<file path="src/rtl/satd4x4_pu.sv">
// rtl/satd4x4_pu.sv - pipelined 4x4 SATD/SAD partition cost unit
//
// Purpose: takes one 4-pixel residual row per cycle, row-Hadamard into a
// ping-pong transpose buffer, column-Hadamard one column per cycle, sums the
// absolute coefficients per block and accumulates NUM_BLK blocks into one
// partition cost. cfg_sad bypasses both transforms (plain SAD).
//
// Ports:
//   clk, rst            clock (rising edge), asynchronous active-high reset
//   in_valid/in_ready   row handshake
//   cur_row, ref_row    4 packed pixels each, pixel k at [k*BIT_DEPTH +: BIT_DEPTH]
//   cfg_sad             mode, sampled with row 0 of block 0 of a partition
//   out_valid/out_ready result handshake
//   out_satd            partition cost, held while out_valid && !out_ready
module satd4x4_pu #(
  parameter int BIT_DEPTH = 8,
  parameter int NUM_BLK   = 4,
  parameter int SATD_W    = BIT_DEPTH + 8 + $clog2(NUM_BLK)
) (
  input  logic                   clk,
  input  logic                   rst,
  input  logic                   in_valid,
  output logic                   in_ready,
  input  logic [4*BIT_DEPTH-1:0] cur_row,
  input  logic [4*BIT_DEPTH-1:0] ref_row,
  input  logic                   cfg_sad,
  output logic                   out_valid,
  input  logic                   out_ready,
  output logic [SATD_W-1:0]      out_satd
);

  localparam int RW = BIT_DEPTH + 1;
  localparam int AW = BIT_DEPTH + 3;
  localparam int CW = BIT_DEPTH + 5;
  localparam int BW = BIT_DEPTH + 8;
  localparam int NW = (NUM_BLK > 1) ? $clog2(NUM_BLK) : 1;

  // Stage A state
  logic [1:0]        row_cnt_q;
  logic [NW-1:0]     blk_cnt_q;
  logic              wr_bank_q;
  logic [1:0]        bank_full_q;
  logic [1:0]        bank_sad_q;
  logic              mode_q;
  logic signed [AW-1:0] bank_q [2][4][4];  // [bank][row][col]

  // Stage B state
  logic              rd_bank_q;
  logic [1:0]        col_cnt_q;
  logic [BW-1:0]     blk_acc_q;
  logic [BW-1:0]     blk_acc_d;

  // Stage C state
  logic              fin_valid_q;
  logic              fin_sad_q;
  logic [NW-1:0]     fin_cnt_q;
  logic [SATD_W-1:0] part_acc_q;
  logic [SATD_W-1:0] part_acc_d;
  logic              out_valid_q;
  logic [SATD_W-1:0] out_satd_q;

  logic a_fire, a_sad, a_first, b_fire, c_fire, c_last;

  assign in_ready  = !bank_full_q[wr_bank_q];
  assign out_valid = out_valid_q;
  assign out_satd  = out_satd_q;

  assign a_fire  = in_valid && in_ready;
  assign a_first = (row_cnt_q == 2'd0) && (blk_cnt_q == '0);
  // The mode is taken live on the partition's first row, then held.
  assign a_sad   = a_first ? cfg_sad : mode_q;

  assign c_last = (fin_cnt_q == NW'(NUM_BLK - 1));
  // Only the last block of a partition needs the output register free.
  assign c_fire = fin_valid_q && (!c_last || !out_valid_q || out_ready);
  // blk_acc_q belongs to the pending Stage C block until Stage C consumes it.
  assign b_fire = bank_full_q[rd_bank_q] && !(fin_valid_q && !c_fire);

  // Stage A datapath: residual and row transform
  logic signed [RW-1:0] res [4];
  logic signed [AW-1:0] ra, rb, rc, rd;
  logic signed [AW-1:0] rh [4];

  always_comb begin
    for (int k = 0; k < 4; k++) begin
      res[k] = $signed({1'b0, cur_row[k*BIT_DEPTH +: BIT_DEPTH]})
             - $signed({1'b0, ref_row[k*BIT_DEPTH +: BIT_DEPTH]});
    end
    ra = AW'(res[0]) + AW'(res[3]);
    rb = AW'(res[1]) + AW'(res[2]);
    rc = AW'(res[1]) - AW'(res[2]);
    rd = AW'(res[0]) - AW'(res[3]);
    if (a_sad) begin
      for (int k = 0; k < 4; k++) rh[k] = AW'(res[k]);
    end else begin
      rh[0] = ra + rb;
      rh[1] = rc + rd;
      rh[2] = ra - rb;
      rh[3] = rd - rc;
    end
  end

  always_ff @(posedge clk) begin
    if (a_fire) begin
      for (int k = 0; k < 4; k++) bank_q[wr_bank_q][row_cnt_q][k] <= rh[k];
    end
  end

  // Stage B datapath: column transform and absolute sum
  logic signed [CW-1:0] cv [4];
  logic signed [CW-1:0] ch [4];
  logic signed [CW-1:0] ca, cb, cc, cd;
  logic [CW-1:0]        mag [4];
  logic [BW-1:0]        col_sum;

  always_comb begin
    for (int i = 0; i < 4; i++) cv[i] = CW'(bank_q[rd_bank_q][i][col_cnt_q]);
    ca = cv[0] + cv[3];
    cb = cv[1] + cv[2];
    cc = cv[1] - cv[2];
    cd = cv[0] - cv[3];
    if (bank_sad_q[rd_bank_q]) begin
      for (int i = 0; i < 4; i++) ch[i] = cv[i];
    end else begin
      ch[0] = ca + cb;
      ch[1] = cc + cd;
      ch[2] = ca - cb;
      ch[3] = cd - cc;
    end
    col_sum = '0;
    for (int i = 0; i < 4; i++) begin
      mag[i]  = ch[i][CW-1] ? $unsigned(-ch[i]) : $unsigned(ch[i]);
      col_sum = col_sum + BW'(mag[i]);
    end
    blk_acc_d = (col_cnt_q == 2'd0) ? col_sum : blk_acc_q + col_sum;
  end

  // Stage C datapath: SATD halves with rounding, SAD is taken as is
  logic [BW:0]       blk_rnd;
  logic [SATD_W-1:0] blk_cost;

  assign blk_rnd    = ({1'b0, blk_acc_q} + (BW + 1)'(1)) >> 1;
  assign blk_cost   = fin_sad_q ? SATD_W'(blk_acc_q) : SATD_W'(blk_rnd);
  assign part_acc_d = part_acc_q + blk_cost;

  always_ff @(posedge clk or posedge rst) begin
    if (rst) begin
      row_cnt_q   <= '0;
      blk_cnt_q   <= '0;
      wr_bank_q   <= 1'b0;
      bank_full_q <= '0;
      bank_sad_q  <= '0;
      mode_q      <= 1'b0;
      rd_bank_q   <= 1'b0;
      col_cnt_q   <= '0;
      blk_acc_q   <= '0;
      fin_valid_q <= 1'b0;
      fin_sad_q   <= 1'b0;
      fin_cnt_q   <= '0;
      part_acc_q  <= '0;
      out_valid_q <= 1'b0;
      out_satd_q  <= '0;
    end else begin
      if (a_fire) begin
        row_cnt_q             <= row_cnt_q + 2'd1;
        bank_sad_q[wr_bank_q] <= a_sad;
        if (a_first) mode_q <= cfg_sad;
        if (row_cnt_q == 2'd3) begin
          bank_full_q[wr_bank_q] <= 1'b1;
          wr_bank_q              <= ~wr_bank_q;
          blk_cnt_q <= (blk_cnt_q == NW'(NUM_BLK - 1)) ? '0 : blk_cnt_q + NW'(1);
        end
      end

      if (c_fire) begin
        fin_valid_q <= 1'b0;
        if (c_last) begin
          out_satd_q <= part_acc_d;
          part_acc_q <= '0;
          fin_cnt_q  <= '0;
        end else begin
          part_acc_q <= part_acc_d;
          fin_cnt_q  <= fin_cnt_q + NW'(1);
        end
      end

      // Placed after Stage C so a block finishing here re-arms fin_valid_q.
      if (b_fire) begin
        col_cnt_q <= col_cnt_q + 2'd1;
        blk_acc_q <= blk_acc_d;
        if (col_cnt_q == 2'd3) begin
          bank_full_q[rd_bank_q] <= 1'b0;
          rd_bank_q              <= ~rd_bank_q;
          fin_valid_q            <= 1'b1;
          fin_sad_q              <= bank_sad_q[rd_bank_q];
        end
      end

      if (c_fire && c_last) out_valid_q <= 1'b1;
      else if (out_ready)   out_valid_q <= 1'b0;
    end
  end

endmodule

</file>
<file path="config.mk">
export PLATFORM = sky130hd
export DESIGN_NAME = satd4x4_pu
export DESIGN_NICKNAME = d
export VERILOG_FILES = /design/src/rtl/satd4x4_pu.sv
export SDC_FILE = /design/constraint.sdc
export NUM_CORES = 1
export LEC_CHECK = 0
export ABC_AREA = 1
export CORE_UTILIZATION = 30
export CTS_CLUSTER_DIAMETER = 120
export CTS_CLUSTER_SIZE = 25
export DETAILED_ROUTE_END_ITERATION = 6
export PLACE_DENSITY = 0.46
export SETUP_SLACK_MARGIN = 0.4
export SYNTH_ARGS = -nofsm -noshare
export SYNTH_HDL_FRONTEND = slang
export SYNTH_SLANG_ARGS = --single-unit
export TNS_END_PERCENT = 1
</file>
<file path="constraint.sdc">
create_clock -name clk -period 19.5 [get_ports clk]
set_input_delay 4.875 -clock clk [delete_from_list [all_inputs] [get_ports clk]]
set_output_delay 4.875 -clock clk [all_outputs]
set_load 0.05 [all_outputs]
</file>
Word-level counts from Yosys, hierarchy flattened
Memory sizes are Yosys's and may differ from the RTL's.
Index checks and enable logic that the tools add are counted.

operators by class
  $add $sub $neg = 34
  muxes and demuxes = 585
  equality and inequality tests = 4
  bitwise operators = 535
  order comparisons = 7
  reductions and logical operators = 23

operator list
  operator                                        number
  176-bit two-way mux                             4
  1-bit two-way mux                               543
  1-bit OR                                        528
  44-bit demux with 2-bit select                  4
  11-bit two-way mux                              9
  11-bit binary-select mux with 2-bit select      4
  44-bit two-way mux                              2
  13-bit two-way mux                              4
  52-bit two-way mux                              1
  13-bit negator                                  4
  8-bit by 8-bit subtractor with 9-bit output     4
  33-bit two-way mux                              1
  16-bit two-way mux                              2
  12-bit by 12-bit adder with 13-bit output       2
  12-bit by 12-bit subtractor with 13-bit output  2
  11-bit by 11-bit adder with 12-bit output       2
  11-bit by 11-bit subtractor with 12-bit output  2
  10-bit by 10-bit adder with 11-bit output       2
  22-bit two-way mux                              1
  10-bit by 10-bit subtractor with 11-bit output  2
  9-bit by 9-bit adder with 10-bit output         2
  9-bit by 9-bit subtractor with 10-bit output    2
  18-bit by 16-bit adder with 18-bit output       1
  18-bit two-way mux                              1
  25 further kinds                                59

storage, ports and cells
  input port bits = 69
  memories kept = 1
  logic and storage cells = 1204
  flip-flop bits (word level) = 70
  output and inout port bits = 20
  bits in writable memories = 352

memories
  memory  words  bits a word  read ports  clocked after Yosys merged registers in  write ports  RTL line  text
  bank_q  2      176          1           0                                        1            45        logic signed [AW-1:0] bank_q [2][4][4];

Depth between registers and ports, before layout
Gate-level depths: netlist of run 1.

  depth after elaboration = 14
  depth in mapped cells = 63
  mapped depth without buffers = 57

Worst setup path after synthesis of run 1
OpenSTA, ideal clock, no wires.

  kind = input port to flip-flop
  start = input port cur_row[16]
  end = memory bank_q[0][108] in the netlist's numbering (data pin)
  library setup time = 0.258 ns
  cell stages on the path = 26
  slack = 10.569 ns
  arrival = 8.673 ns
  buffers on the path = 1
  required time = 19.242 ns
  cells stage by stage = inv_1 ha_1 fa_1 o21ai_0 a21oi_1 o21bai_1 xor2_1 inv_1 ha_1 nand2_1 inv_1 a221oi_1 nand3_1 nand2_1 inv_1 ha_1 clkbuf_1 nand2_1 nor2_1 a211oi_1 o21ai_0 a21oi_1 o21ai_0 nand2_1 nand2_1 nand2_1

RTL lines
  item                RTL line  text
  start: declaration  24        input logic [4*BIT_DEPTH-1:0] cur_row,
  end: declaration    45

Final worst setup path of run 1
  start = register rd_bank_q
  end = register blk_acc_q[14]

on the way
  cells in the longest elaborated chain, start to end = 14
  elaborated cells between the ends (all ways) = 40
  classes of those cells = add/sub (16); mux (22); reduce/logical (1); memory (1)

ends and longest elaborated chain
  item                                                                 RTL line  text
  start: declaration                                                   48        logic rd_bank_q;
  start signal: assignment                                             193       rd_bank_q <= ~rd_bank_q;
  memory 2 x 176 bit                                                   n/a
  11-bit binary-select mux with 2-bit select                           117       for (int i = 0; i < 4; i++) cv[i] = CW'(bank_q[rd_bank_q][i][col_cnt_q]);
  11-bit two-way mux (implied by the code) (2 in series)               117
  11-bit by 11-bit adder with 12-bit output (tied with other cells)    118       ca = cv[0] + cv[3];
  12-bit by 12-bit adder with 13-bit output, on equally long branches  125, 126
  52-bit two-way mux                                                   122       if (bank_sad_q[rd_bank_q]) begin
  13-bit negator                                                       132       mag[i] = ch[i][CW-1] ? $unsigned(-ch[i]) : $unsigned(ch[i]);
  13-bit two-way mux                                                   132
  13-bit by 13-bit adder with 14-bit output                            133       col_sum = col_sum + BW'(mag[i]);
  14-bit by 13-bit adder with 15-bit output                            133
  15-bit by 13-bit adder with 16-bit output                            133
  16-bit adder                                                         135       blk_acc_d = (col_cnt_q == 2'd0) ? col_sum : blk_acc_q + col_sum;
  16-bit two-way mux                                                   135
  end signal: assignment                                               190       blk_acc_q <= blk_acc_d;
  end: declaration                                                     50        logic [BW-1:0] blk_acc_q;

Parallel ways exist; a longest one is shown, timed or not. The select of a mux whose other input is x is not followed.
A chain may end at the register's enable or synchronous reset.

==> impl_metrics.tcl, run 1 <==
set metrics [dict create \
    critical_path.max_fanout 66 \
    worst_path_most_repeated_cell "inv_1" \
    synth_cell_types 53 \
    cts_hold_buf 0 \
    final_common_cell "nand2_1" \
    grt_overflow_total 0 \
    cp_num_buf_inv 13 \
    antenna_found_initial 0 \
    tightestPinTransition_ns 1.23 \
    grt_start_max_net_pins 69 \
    cts.htree.levels 1 \
    first_pass_iters 5 \
    grt_util_all_layers 0.180 \
    crit_type "flip-flop to flip-flop" \
    via_per_inst 4.81 \
    die_x_um 331 \
    clk_latency_ns 0.60 \
    cap_viol_max_count 0 \
    start_util 0.303 \
    clockRootBuffer "clkbuf_16" \
    vias 26700 \
    dpl.hpwl_um 74600 \
    cts.sinks 422 \
    ys_seq_elements 422 \
    ant_nets 0 \
    pre_cts_ws_ns 8.69 \
    grt_pass1_vias 25500 \
    fin_skew_ns 0.0491 \
    fp.coreArea_um2 107000 \
    status "finished clean" \
    cp_slowest_cell "dfrtp_4" \
    routed_wl_um 99600 \
    synth_nets 4534 \
    end_kind "flip-flop" \
    ys_seq_area_frac 0.380 \
    clkTransAtPathRegs_ns 0.10 \
    mostFrequentLayoutCells "nand2_1, inv_1, nor2_1, edfxtp_1, o21ai_0" \
    syn_avg_cell_area_um2 7.80 \
    slew_violations 0 \
    cts_tree "done" \
    first_iter_violations 1703 \
    routedWlPerCell_um 17.9 \
    fin_crit_sh 0.557 \
    grt_first_pass_wirelength_um 153000 \
    hold_viol_final 0 \
    cts_resized 0 \
    critPathArrivalTime_ns 11.37 \
    setup_ws_ns 8.63 \
    numCtsBuffers 22 \
    synthCells 4156 \
    clk_path_buf_depth 3 \
    cts_setup_buffers 0 \
    drc_errors 0 \
    slew_headroom 0.178 \
    core.rowCount 120 \
    io_pins 89 \
    setup_viol 0 \
    crit_family "buffers and inverters" \
    area_delta_synth_final_pct 8.56 \
    drive_above_1_share 0.0347 \
    portBuffers 88 \
    min_path_type "flip-flop to flip-flop" \
    cp.required_ns 20.00 \
    setup_tns_ns 0 \
    fin_crit_ns 10.87 \
    place.gp.congestion 0.891 \
    rsz0062_at_grt "no" \
    fin_nets 4522 \
    die_area_um2 109000 \
    syn-cell-area_um2 32400 \
    start_kind "flip-flop" \
    yosysWarnings 0 \
    slowest_delay_ns 0.64 \
    die_y_um 331 \
    fmaxAchievable_ghz 0.0920 \
]
cell families (layout without fill, tap and decap cells):
kind of cell    after synthesis  in the layout  share of synthesized area
compound gates              745            745                      0.127
xor+xnor                    157            157                     0.0424
fa+ha+maj                   309            309                      0.130
buf+inv                     732            731                     0.0939
flops                       422            422                      0.380
other cells                   0              1                          0
simple gates               1791           1791                      0.226
Yosys cell counts, drive strengths merged:
cell / number / area [um2]
nand4: 18 / 113
inv: 577 / 2170
buf: 83 / 604
fa: 48 / 961
clkbuf: 69 / 260
a22o: 1 / 8.76
o21ai: 420 / 2130
xnor2: 31 / 272
and2: 4 / 25.0
a21o: 8 / 60.1
or2: 19 / 119
nand2: 1005 / 3810
o221a: 1 / 11.3
o21a: 4 / 30.0
nor3: 42 / 210
nand3: 251 / 1270
a221oi: 8 / 70.1
dfrtp: 70 / 1750
o22ai: 25 / 156
o211ai: 13 / 97.6
nor4: 7 / 43.8
edfxtp: 352 / 10600
o2111ai: 3 / 26.3
o21bai: 27 / 203
a32o: 3 / 30.0
clkinv: 3 / 11.3
a31oi: 11 / 68.8
a21oi: 182 / 911
xor2: 126 / 1100
o31ai: 14 / 105
nor2: 436 / 1670
a22oi: 9 / 67.6
o311ai: 2 / 17.5
a211oi: 3 / 22.5
ha: 261 / 3270
a21boi: 4 / 30.0
o221ai: 5 / 43.8
a31o: 2 / 17.5
nand3b: 9 / 67.6
final cells by class:
| type | instances | area, um2 |
|---|---|---|
| timing repair buffer | 116 | 1090 |
| clock inverter | 6 | 93.8 |
| antenna | 1 | 2.50 |
| inverter | 580 | 2180 |
| sequential | 422 | 12300 |
| fill | 11400 | 71900 |
| tap | 1403 | 1760 |
| multi-input combinational | 3002 | 17100 |
| clock buffer | 29 | 619 |
worst register-to-register path, delay by kind of cell (launching register included):
kind | cells | cell delay (ns)
adders and majority gates | 7 | 2.63
and+or+nand+nor | 18 | 2.31
xor gates and xnor gates | 1 | 0.21
buffers and inverters | 13 | 3.05
AOI/OAI and AO/OA | 12 | 1.94
DFF | 1 | 0.64
per-layer routing:
metal  vias to the layer above  track usage  wire (um)
met1                     12600        0.250      47500
met2                       443        0.311      47400
met3                        73      0.00976       2940
li1                      13600            -          -
met4                         0       0.0337       1790
met5                         -            0          0
state kept, by name (all words and copies together) (netlist names), 2 cells and up:
name,flops
bank_full_q,2
blk_acc_q,16
out_satd,18
blk_cnt_q,2
bank_q,352
row_cnt_q,2
fin_cnt_q,2
part_acc_q,18
bank_sad_q,2
col_cnt_q,2
worst paths after layout:
kind / from / endpoint / slack (ns) / depth (start not counted)
worst max-delay path: rd_bank_q / blk_acc_q[14] / 8.63 / 51
worst min-delay path: out_satd[17] / out_satd[17] / 0.48 / 2
worst max register to register: rd_bank_q / blk_acc_q[14] / 8.63 / 51
worst min register to register: out_satd[17] / out_satd[17] / 0.48 / 2
max in group asynchronous: rst / col_cnt_q[0] / 13.88 / 3
min in group asynchronous: rst / blk_cnt_q[1] / 4.45 / 2
per-stage QoR:
stage	cells	area (um2)	hold WS (ns)	util
2_1_floorplan	4156	32400	0.453	-
3_3_place_gp	5523	34500	0.465	0.322
3_5_place_dp	5523	34500	0.465	0.322
4_1_cts	5558	35200	0.493	0.329
5_1_grt	5558	35200	0.519	0.329
6_report	5559	35200	0.485	0.329
Power of run 1 is not shown: default switching activity piles up to over one toggle a cycle in this logic, so the estimate is an artifact.
==> run 2, diff against run 1 <==
==> constraint.sdc (replaced) <==
create_clock -name clk -period 10.9 [get_ports clk]
set_input_delay 2.725 -clock clk [delete_from_list [all_inputs] [get_ports clk]]
set_output_delay 2.725 -clock clk [all_outputs]
set_load 0.05 [all_outputs]
==> run 2 against run 1 <==
Register-to-register slack lost 7.4 ns. Worst setup slack lost 7.4 ns. Cell count is essentially flat. Die area is the same. First-iteration DRC count shrank 3.1%. Critical path depth shrank 7. Clock skew grew 0.0037 ns. Routed wire length is essentially flat. Count of clock-buffer cells in the layout is the same. Non-clock buffer count grew 6. Core utilization is essentially flat. Critical path type unchanged. Largest cell class unchanged.
==> impl_metrics.tcl, run 2 (same netlist as run 1, synthesis figures left out) <==
set metrics [dict create \
    status "finished clean" \
    final_common_cell "nand2_1" \
    die_y_um 331 \
    setup_viol 0 \
    area_delta_synth_final_pct 8.64 \
    antenna_found_initial 0 \
    critPathArrivalTime_ns 10.10 \
    slowest_delay_ns 0.62 \
    nFillCells 11500 \
    start_kind "flip-flop" \
    cap_viol_max_count 0 \
    cp.required_ns 11.37 \
    routedWlPerCell_um 17.9 \
    grt_start_max_net_pins 104 \
    pre_cts_ws_ns 1.11 \
    portBuffers 88 \
    register_area_um2 12300 \
    multi_input_area_um2 17100 \
    drive_above_1_share 0.0346 \
    place.gp.congestion 0.928 \
    tightestPinTransition_ns 1.11 \
    rsz0062_at_grt "no" \
    die_x_um 331 \
    cts_hold_buf 0 \
    first_pass_iters 5 \
    fin_nets 4527 \
    largest_register "bank_q" \
    grt_util_all_layers 0.180 \
    vias 26700 \
    clockRootBuffer "clkbuf_16" \
    r2r_setup_slack_ns 1.28 \
    fin_crit_sh 0.883 \
    min_path_type "flip-flop to flip-flop" \
    cts_tree "done" \
    slew_headroom 0.250 \
    via_per_inst 4.80 \
    start_util 0.303 \
    fin_crit_ns 9.62 \
    critical_path.max_fanout 32 \
    numCtsBuffers 21 \
    ant_nets 0 \
    grt_pass1_vias 25900 \
    setup_tns_ns 0 \
    routed_wl_um 99500 \
    setup_ws_ns 1.28 \
    clk_latency_ns 0.59 \
    cts.htree.levels 1 \
    core.rowCount 120 \
    fin_hold_ws_ns 0.492 \
    post-place-cells 5528 \
    clk_path_buf_depth 3 \
    first_iter_violations 1651 \
    crit_type "flip-flop to flip-flop" \
    diodes 0 \
    hold_viol_final 0 \
    io_pins 89 \
    grt_overflow_total 0 \
    clkTransAtPathRegs_ns 0.10 \
    final_cells 5562 \
    fp.coreArea_um2 107000 \
    cts.sinks 422 \
    die_area_um2 109000 \
    mostFrequentLayoutCells "nand2_1, inv_1, nor2_1, edfxtp_1, o21ai_0" \
    grt_first_pass_wirelength_um 153000 \
    largest_reg_flops 352 \
    fin_skew_ns 0.0528 \
    fmaxAchievable_ghz 0.104 \
    drc_errors 0 \
    slew_violations 0 \
    end_kind "flip-flop" \
    cp_slowest_cell "inv_2" \
    dpl.hpwl_um 74600 \
]
-- run 2: changes by cell type in the layout (fill, tap and decap cells not counted), sizes merged --
cell	before	now
buf	28	34
bufinv	1	0
diode	1	0
clkinvlp	1	0
-- run 2: final timing paths --
| check | startpoint | to | depth (start not counted) |
|---|---|---|---|
| setup / recovery | col_cnt_q[0] | blk_acc_q[13] | 44 |
| hold / removal | out_satd[16] | out_satd[16] | 2 |
| setup reg to reg | col_cnt_q[0] | blk_acc_q[13] | 44 |
| hold reg to reg | out_satd[16] | out_satd[16] | 2 |
| max in group asynchronous | rst | col_cnt_q[0] | 3 |
| min in group asynchronous | rst | mode_q | 2 |
-- run 2: per-stage QoR --
stage | util | cell area [um2]
floorplan | - | 32400
global placement | 0.323 | 34600
global route | 0.329 | 35200
detailed placement | 0.323 | 34600
CTS | 0.328 | 35200
finish | 0.329 | 35200
-- run 2: layout make-up --
| class | count | share of cell area |
|---|---|---|
| multi-input combinational | 3002 | 0.486 |
| timing repair buffer | 122 | 0.0349 |
| clock inverter | 4 | 0.00128 |
| sequential | 422 | 0.350 |
| tap | 1403 | 0.0499 |
| inverter | 580 | 0.0621 |
| clock buffer | 29 | 0.0158 |
-- run 2: critical path: cells and delay by family (launching register included) --
kind | cells | cell delay [ns]
simple gates | 15 | 1.86
flops | 1 | 0.50
buf+inv | 9 | 1.87
fa+ha+maj | 6 | 2.61
xor+xnor | 3 | 0.70
compound gates | 11 | 1.93
-- run 2: metal layers --
layer  vias up  wire [um]  GRT usage
met2       430      47800      0.317
met5         -          0          0
met4         0       2000     0.0365
met3        73       2740     0.0105
li1      13600          -          -
met1     12600      47000      0.243
-- run 2: what timing repair did --
action	4_1_cts	5_1_grt
setup buffers	0	1
setup endpoints to repair	0	6
gates resized for setup	0	6
Power of run 2 is left out for the same reason.
